## src/rtl/dpram_access_arbiter.sv

```systemverilog
// dpram_access_arbiter: shares a simple dual-port RAM between two masters,
// with independent round-robin write and read arbiters and write-first forwarding.
module dpram_access_arbiter #(
    parameter int ADDR_WIDTH = 16,
    parameter int DATA_WIDTH = 32
) (
    input  logic                  clk,
    input  logic                  rst,
    input  logic                  m0_req,
    input  logic                  m0_we,
    input  logic [ADDR_WIDTH-1:0] m0_addr,
    input  logic [DATA_WIDTH-1:0] m0_wdata,
    output logic                  m0_gnt,
    output logic                  m0_rvalid,
    output logic [DATA_WIDTH-1:0] m0_rdata,
    input  logic                  m1_req,
    input  logic                  m1_we,
    input  logic [ADDR_WIDTH-1:0] m1_addr,
    input  logic [DATA_WIDTH-1:0] m1_wdata,
    output logic                  m1_gnt,
    output logic                  m1_rvalid,
    output logic [DATA_WIDTH-1:0] m1_rdata,
    output logic                  ram_wea,
    output logic [ADDR_WIDTH-1:0] ram_addra,
    output logic [DATA_WIDTH-1:0] ram_dina,
    output logic [ADDR_WIDTH-1:0] ram_addrb,
    input  logic [DATA_WIDTH-1:0] ram_doutb
);
    logic                  wr_last_q, rd_last_q;
    logic                  rtag_v_q, rtag_idx_q;
    logic                  fwd_q;
    logic [DATA_WIDTH-1:0] fwd_data_q;
    logic [DATA_WIDTH-1:0] rdata_q, rdata_d;
    logic                  wc0, wc1, rc0, rc1;
    logic                  wg0, wg1, rg0, rg1;
    logic                  rd_any, collide;

    // last=1 means master 1 was served last, so master 0 wins the next tie
    always_comb begin
        wc0     = m0_req & m0_we & ~rst;
        wc1     = m1_req & m1_we & ~rst;
        rc0     = m0_req & ~m0_we & ~rst;
        rc1     = m1_req & ~m1_we & ~rst;
        wg0     = wc0 & (~wc1 | wr_last_q);
        wg1     = wc1 & (~wc0 | ~wr_last_q);
        rg0     = rc0 & (~rc1 | rd_last_q);
        rg1     = rc1 & (~rc0 | ~rd_last_q);
        rd_any  = rg0 | rg1;
        ram_wea   = wg0 | wg1;
        ram_addra = wg1 ? m1_addr : m0_addr;
        ram_dina  = wg1 ? m1_wdata : m0_wdata;
        ram_addrb = rg1 ? m1_addr : m0_addr;
        collide   = ram_wea & rd_any & (ram_addra == ram_addrb);
        m0_gnt  = wg0 | rg0;
        m1_gnt  = wg1 | rg1;
        rdata_d = rtag_v_q ? (fwd_q ? fwd_data_q : ram_doutb) : rdata_q;
    end

    assign m0_rvalid = rtag_v_q & ~rtag_idx_q;
    assign m1_rvalid = rtag_v_q & rtag_idx_q;
    assign m0_rdata  = rdata_d;
    assign m1_rdata  = rdata_d;

    always_ff @(posedge clk or posedge rst) begin
        if (rst) begin
            wr_last_q  <= 1'b1;
            rd_last_q  <= 1'b1;
            rtag_v_q   <= 1'b0;
            rtag_idx_q <= 1'b0;
            fwd_q      <= 1'b0;
            fwd_data_q <= '0;
            rdata_q    <= '0;
        end else begin
            if (ram_wea) wr_last_q <= wg1;
            if (rd_any) rd_last_q <= rg1;
            rtag_v_q   <= rd_any;
            rtag_idx_q <= rg1;
            fwd_q      <= collide;
            if (collide) fwd_data_q <= ram_dina;
            rdata_q    <= rdata_d;
        end
    end
endmodule

```

## config.mk

```make
export PLATFORM = sky130hd
export DESIGN_NAME = dpram_access_arbiter
export DESIGN_NICKNAME = d
export VERILOG_FILES = /design/src/rtl/dpram_access_arbiter.sv
export SDC_FILE = /design/constraint.sdc
export NUM_CORES = 1
export LEC_CHECK = 0
export ABC_AREA = 1
export CORE_UTILIZATION = 35
export CTS_CLUSTER_SIZE = 10
export DETAILED_ROUTE_END_ITERATION = 8
export GPL_TIMING_DRIVEN = 0
export PLACE_DENSITY = 0.86
export RECOVER_POWER = 25
export SETUP_SLACK_MARGIN = 0.2
export SLEW_MARGIN = 20
export SYNTH_ARGS = -nofsm -noshare
export SYNTH_HDL_FRONTEND = slang
export SYNTH_SLANG_ARGS = --single-unit
```

## constraint.sdc

```tcl
create_clock -name clk -period 2.1 [get_ports clk]
set_input_delay 0.21 -clock clk [delete_from_list [all_inputs] [get_ports clk]]
set_output_delay 0.21 -clock clk [all_outputs]
set_load 0.1 [all_outputs]
```

==> impl_results.md, run 1 <==
- Max transition margin: -0.0965
- Top delay family on crit path: simple AND/OR/NAND/NOR gates
- DR vias/cell: 6.05
- Pwr Density: roughly 750 mW/mm²
- Status: finished, violations left
- CTS sink count: 69
- Slew @ Worst Pin: 1.64 ns
- Syn nets: 793
- Failing checks: capacitance limit, slew limit, setup timing
- Row count: a little over 40
- Synth warn: 0
- Critical path fanouts, max: 10
- Setup Crit Path Kind: reg -> reg
- Starting density of the core: 0.363
- Die Span Y: 117 µm
- First-pass GRT wire length: 36500 µm
- Worst-path clk slew: 0.06 ns
- Die ar.: 0.0137 mm²
- Commonest cells after routing, fill and taps aside: nand2_1, buf_12, clkdlybuf4s50_1
- CP cell instances: nand4_1 -> buf_4 -> buf_6 -> nand3_4 -> nand2_4 -> nand2_2 -> nand2_2 -> nor2_1 -> nand2_1 -> nor2_4 -> buf_2 -> nand4_1 -> nand2_1
- EDFF count, synth: 0
- DRT Wirelength: 34000 µm
- Placed Instances: ~1100
- CTS buffer count: 9
- Die X: 117 µm
- Type of the most critical hold path: in -> async
- Max-cap violations: 1
- Worst-Skew Late Latency: approximately 0.34 ns
- Final Hold Violating Endpoints: 0
- Critical path endpoint category: flip-flop
- Design Area, Final: 0.0119 mm²
- Post-DRT Antenna Nets: 0
- Final setup margin: -0.571 ns
- Startpoint Class: flip-flop
- Slowest CP cell: dfstp_2
- TritonRoute pass-1 iters: 7
- # setup viols final: 69
- Register area share after synthesis: 0.373
- All-Layer GR Usage: 0.360
- Longest Clk Path Bufs: 2
- F_max: roughly 370 MHz
- Min Tclk post-route: 2.67 ns
- Worst path buffer plus inverter count: 3
- Synth Cell Area: 0.00464 mm²
- Post-synthesis cell count: 659
- Fraction of registers with async set/reset: 1.00
- Vias in the first global route: 6617
- Post-route insts no fill: 1197
- Largest net degree at the start of global routing: 37
- I/O pin cnt: 267
- Synthesis-to-finish area growth: 156%
- Routability cong.: between 0.9 and 1
- Final slew viol count: 37
- RSZ-0062 raised after global routing: yes
- Number of antenna violations at the first check in global routing: 5
- Util after Layout: 0.928
- Synth unique cells: 24
- Worst R2R Setup Slack: -0.57 ns
- Post-DP HPWL: ~15000 µm
- CP peak stage delay: 0.55 ns
- Post-DP Area: 0.00851 mm²
- Lkg Pwr: roughly 0.0056 µW
- Core area: 0.0128 mm²
- Prevailing post-synth register cell: dfrtp_1
- Yosys reg bits: 69
- Via count: 7243
- Clock Skews: ~0.011 ns
- Most common cell after layout, fill and taps aside: nand2_1
- CP Data Arrival Time: approximately 3 ns
- Detailed Route Iter0 Violations: ~830
- Share of layout cells above drive strength 1: 0.523
- Port Buffers: 266
- Post-route DRC: 0
- Total Power: roughly 8900 µW
- Tcrit/Tclk final: 1.27
- Worst vdd ir: 0.428 mV
- Final nets: 1151
- Syn_area_per_cell: 7.04 µm²
- Req. time, crit path: 2.36 ns
- Worst hold margin: 0.0135 ns
- CTS Root Cell: clkbuf_16
- CTS tree: done
- WL/cell: around 28 µm
- GRT Residual Overflow: 0
- H-tree Lvls: 3
-- path summary, 6_finish.rpt --
check,startpoint,to,cells after the start
hold reg to reg,fwd_data_q[1],fwd_data_q[1],2
setup reg to reg,wr_last_q,fwd_data_q[15],13
max in group asynchronous,rst,rtag_v_q,2
min in group clk,m1_we,rd_last_q,4
hold / removal,rst,wr_last_q,2
setup / recovery,wr_last_q,fwd_data_q[15],13
-- per-layer routing --
| layer | track usage | vias up | wire length, µm |
|---|---|---|---|
| li1 | - | 2848 | - |
| met1 | 0.372 | 3428 | 10400 |
| met2 | 0.651 | 696 | 16200 |
| met3 | 0.0865 | 265 | 4390 |
| met4 | 0.236 | 6 | 3010 |
| met5 | 0 | - | 76 |
-- cell usage after synthesis (2+ instances only) --
master / instances / area share
nand3_1: 46 / 0.050
clkbuf_1: 14 / 0.011
buf_2: 23 / 0.025
mux2_2: 32 / 0.078
nand4_1: 35 / 0.047
buf_4: 34 / 0.055
o21ai_1: 3 / 0.0032
o21ai_0: 69 / 0.074
nor2_2: 3 / 0.0040
nor2_4: 2 / 0.0049
inv_2: 7 / 0.0057
dfstp_2: 2 / 0.011
nand2_1: 238 / 0.19
nand3b_1: 3 / 0.0049
inv_1: 33 / 0.027
nor2_1: 41 / 0.033
dfrtp_1: 67 / 0.36
-- sequential cells by signal, indices dropped and copies added, names as in the netlist --
name	count
rd_last_q	1
rtag_v_q	1
fwd_data_q	32
wr_last_q	1
rtag_idx_q	1
fwd_q	1
rdata_q	32
-- per-stage QoR --
stage	TNS, ns	setup slack, ns
CTS	-7.92	-0.143
floorplan	-6.37	-0.203
global route	-22.15	-0.666
global placement	-159.58	-1.34
finish	-17.56	-0.571
detailed placement	-162.87	-1.36
-- area by class of cell --
class,count,area [µm²]
clock buffer,11,253
clock inverter,5,81.3
multi-input combinational,477,3630
sequential,69,1730
buffer,73,1090
inverter,40,190
timing repair inverter,2,8.76
fill,377,918
tap,172,215
timing repair buffer,345,4650
antenna,3,7.51
-- power breakdown --
| group | internal [µW] | leakage, µW | switching, µW | total, µW |
|---|---|---|---|---|
| clock network | 1110 | 0.000162 | 653 | 1760 |
| logic | 2090 | 0.00458 | 3550 | 5640 |
| registers | 1450 | 0.000898 | 73.8 | 1520 |
-- cell families after synthesis --
| family | share of synthesized area |
|---|---|
| AOI/OAI and AO/OA | 0.0809 |
| xor gates and xnor gates | 0.00189 |
| buffers and inverters | 0.127 |
| DFF | 0.373 |
| muxes | 0.0777 |
| and+or+nand+nor | 0.340 |
-- what timing repair did --
| action | CTS | global route |
|---|---|---|
| cloned | 10 | 6 |
| pin swaps | 32 | 36 |
| setup endpoints to repair | 166 | 165 |
| buffers inserted | 26 | 37 |
| hold endpoints to repair | 23 | 0 |
| resized for setup | 1238 | 257 |
| hold buffers | 2 | 0 |
Note: power is estimated with default switching activity, not from simulation.
==> run 2: changes to the inputs <==
--- a/config.mk
+++ b/config.mk
@@ -6,11 +6,12 @@
 export NUM_CORES = 1
 export LEC_CHECK = 0
 export ABC_AREA = 1
-export CORE_UTILIZATION = 35
+export CORE_UTILIZATION = 40
 export CTS_CLUSTER_SIZE = 10
 export DETAILED_ROUTE_END_ITERATION = 8
 export GPL_TIMING_DRIVEN = 0
-export PLACE_DENSITY = 0.86
+export HOLD_SLACK_MARGIN = 0.08
+export PLACE_DENSITY = 0.92
 export RECOVER_POWER = 25
 export SETUP_SLACK_MARGIN = 0.2
 export SLEW_MARGIN = 20
==> constraint.sdc (replaced) <==
create_clock -name clk -period 3.22 [get_ports clk]
set_input_delay 0.322 -clock clk [delete_from_list [all_inputs] [get_ports clk]]
set_output_delay 0.322 -clock clk [all_outputs]
set_load 0.1 [all_outputs]
==> impl_results.md, run 2 (synthesis gave the netlist of run 1 again) <==
- Status: finished, violations left
- Failing checks: capacitance limit, slew limit
- CTS sink count: 69 (unchanged)
- Setup TNS: 0 ns (+17.56 ns)
- Clock Skews: 0.00810 ns (-0.00273 ns)
- I/O pin cnt: 267 (unchanged)
- Register area: 0.00173 mm² (-0.14%)
- Port Buffers: 266 (unchanged)
- Type of the most critical hold path: in -> async
- Commonest cells after routing, fill and taps aside: nand2_1, clkdlybuf4s50_1, dfrtp_1
- Reg2Reg Launch Point: wr_last_q
- Starting density of the core: 0.419 (+0.0556)
- H-tree Lvls: 3 (unchanged)
- Pwr Density: 576 mW/mm² (-23%)
- Final nets: 1072 (-6.9%)
- # setup viols final: 0 (-100%)
- Req. time, crit path: 2.90 ns (+0.54 ns)
- DR vias/cell: 5.23 (-14%)
- Synthesis-to-finish area growth: 65.5%
- Worst Reg-to-Reg Cells: 12 (-1)
- Post-DRT Antenna Nets: 0 (unchanged)
- DRT Wirelength: 17700 µm (-48%)
- Multi-input gate area: 0.00248 mm² (-32%)
- Largest regs: fwd_data_q: 32 flops, rdata_q: 32 flops
- Worst-Skew Late Latency: 0.33 ns (about the same)
- Max-cap violations: 1 (unchanged)
- CP Data Arrival Time: 2.62 ns (-0.31 ns)
- Final Hold Violating Endpoints: 0 (unchanged)
- Vias in the first global route: 5545 (-16%)
- Largest net degree at the start of global routing: 74 (+100%)
- Number of antenna violations at the first check in global routing: 0 (-5)
- Detailed Route Iter0 Violations: 320 (-61%)
- Die X: 110 µm (-6.3%)
- Design Area, Final: 0.00768 mm² (-35%)
- Setup bufs post-CTS: 0 (-100%)
- CP peak stage delay: 0.86 ns (+0.31 ns)
- Min Tclk post-route: between 2 and 3 ns
- Most common cell after layout, fill and taps aside: nand2_1
- CTS Root Cell: clkbuf_16
- Worst hold margin: 0.186 ns (+0.173 ns)
- Die Span Y: 110 µm (-6.3%)
- CTS tree: done
- All-Layer GR Usage: 0.291 (-0.0694)
- Longest Clk Path Bufs: 2 (unchanged)
- Worst reg2reg endpoint: fwd_data_q[22]
- Post-DP HPWL: 13400 µm (-8.1%)
- CTS buffer count: 9 (unchanged)
- Fill count: 925 (+150%)
- ANT cells: 0 (-3)
- Top delay family on crit path: buffers and inverters
- WL/cell: 16.3 µm (-42%)
- Worst-path clk slew: 0.06 ns (about the same)
- Startpoint Class: flip-flop
- Routability cong.: 0.916 (-3.1%)
- Via count: 5668 (-22%)
- First-pass GRT wire length: 26900 µm (-26%)
- Worst vdd ir: 0.570 mV (+33%)
- Critical path fanouts, max: 10 (unchanged)
- Slowest CP cell: clkdlybuf4s15_1
- Tcrit/Tclk final: 0.915
- Max transition margin: -0.181 (-0.0849)
- Post-route DRC: 0 (unchanged)
- Setup Crit Path Kind: reg -> out
- Slew @ Worst Pin: 1.76 ns (+0.119 ns)
- CP startpoint: rtag_v_q
- Row count: 38 (-7.3%)
- Share of layout cells above drive strength 1: 0.281 (-0.241)
- Critical path endpoint category: output pin
- Worst path buffer plus inverter count: 3 (unchanged)
- GRT Residual Overflow: 0 (unchanged)
- Final slew viol count: 37 (unchanged)
- RSZ-0062 raised after global routing: no
- Die ar.: 0.0120 mm² (-12%)
- Worst R2R Setup Slack: 0.68 ns (+1.25 ns)
- Post-DP Area: 0.00763 mm² (-10%)
- TritonRoute pass-1 iters: 6 (-1)
- Core area: 0.0111 mm² (-13%)
- F_max: 340 MHz
- Lkg Pwr: 0.00402 µW (-29%)
- CP cell instances: inv_1 -> clkbuf_1 -> nand2_1 -> o21ai_2 -> clkdlybuf4s15_1
## run 2: worst max path at each step
stage / end / slack (ns) / cells past startpoint
floorplan: fwd_data_q[4] / 0.20 / 16
global placement: ram_addra[3] / -0.58 / 8
detailed placement: ram_addrb[0] / -0.62 / 10
CTS: fwd_data_q[22] / 0.16 / 16
global route: m0_rdata[15] / 0.19 / 5
finish: m0_rdata[20] / 0.27 / 5
## run 2: power breakdown
| group | internal, µW | switching [µW] | leakage (µW) | total, µW |
|---|---|---|---|---|
| clock network | 604 | 398 | 0.000146 | 1000 |
| logic | 535 | 1910 | 0.00297 | 2450 |
| registers | 945 | 25.8 | 0.000901 | 971 |
## run 2: repair_timing
| item | 4_1_cts | 5_1_grt |
|---|---|---|
| pin swaps | 0 | 0 |
| setup endpoints to repair | 160 | 128 |
| resized for setup | 308 | 97 |
| gates cloned | 0 | 2 |
| hold buffers | 0 | 0 |
## run 2: worst reg2reg max path: cells and delay by family (launching register included)
kind | cells | cell delay (ns)
flip-flops | 1 | 0.55
buffers and inverters | 3 | 0.66
AO/OA/AOI/OAI | 1 | 0.30
AND/OR/NAND/NOR | 8 | 0.97
## run 2: routing by layer
metal | global-route usage | wire length, µm | up-vias
li1 | - | - | 2688
met1 | 0.341 | 6970 | 2670
met2 | 0.521 | 9020 | 277
met3 | 0.0563 | 1350 | 33
met4 | 0.113 | 372 | 0
met5 | 0 | 0 | -
## run 2: cell type report
cell class	count	area share
Clock buffer	9	0.0293
Multi-Input combinational cell	477	0.323
Buffer	73	0.0580
Sequential cell	69	0.225
Tap cell	140	0.0228
Clock inverter	7	0.00962
Timing Repair inverter	2	0.00130
Inverter	40	0.0230
Timing Repair Buffer	266	0.308
## run 2: stage by stage
step	utilization	setup WS [ns]	power (µW)	std cells
after global routing	0.693	0.190	4560	1083
after CTS	0.700	0.164	4430	1081
after detailed placement	0.689	-0.624	3570	1065
after floorplan	-	0.204	2920	659
final	0.693	0.275	4420	1083
after global placement	0.689	-0.581	3550	1065
==> run 3: changes to the inputs <==
--- a/config.mk
+++ b/config.mk
@@ -6,6 +6,7 @@
 export NUM_CORES = 1
 export LEC_CHECK = 0
 export ABC_AREA = 1
+export CAP_MARGIN = 20
 export CORE_UTILIZATION = 40
 export CTS_CLUSTER_SIZE = 10
 export DETAILED_ROUTE_END_ITERATION = 8
@@ -14,7 +15,6 @@
 export PLACE_DENSITY = 0.92
 export RECOVER_POWER = 25
 export SETUP_SLACK_MARGIN = 0.2
-export SLEW_MARGIN = 20
 export SYNTH_ARGS = -nofsm -noshare
 export SYNTH_HDL_FRONTEND = slang
 export SYNTH_SLANG_ARGS = --single-unit
==> results of run 3 <==
No change in the layout: final DEF, timing and power equal those of run 2.
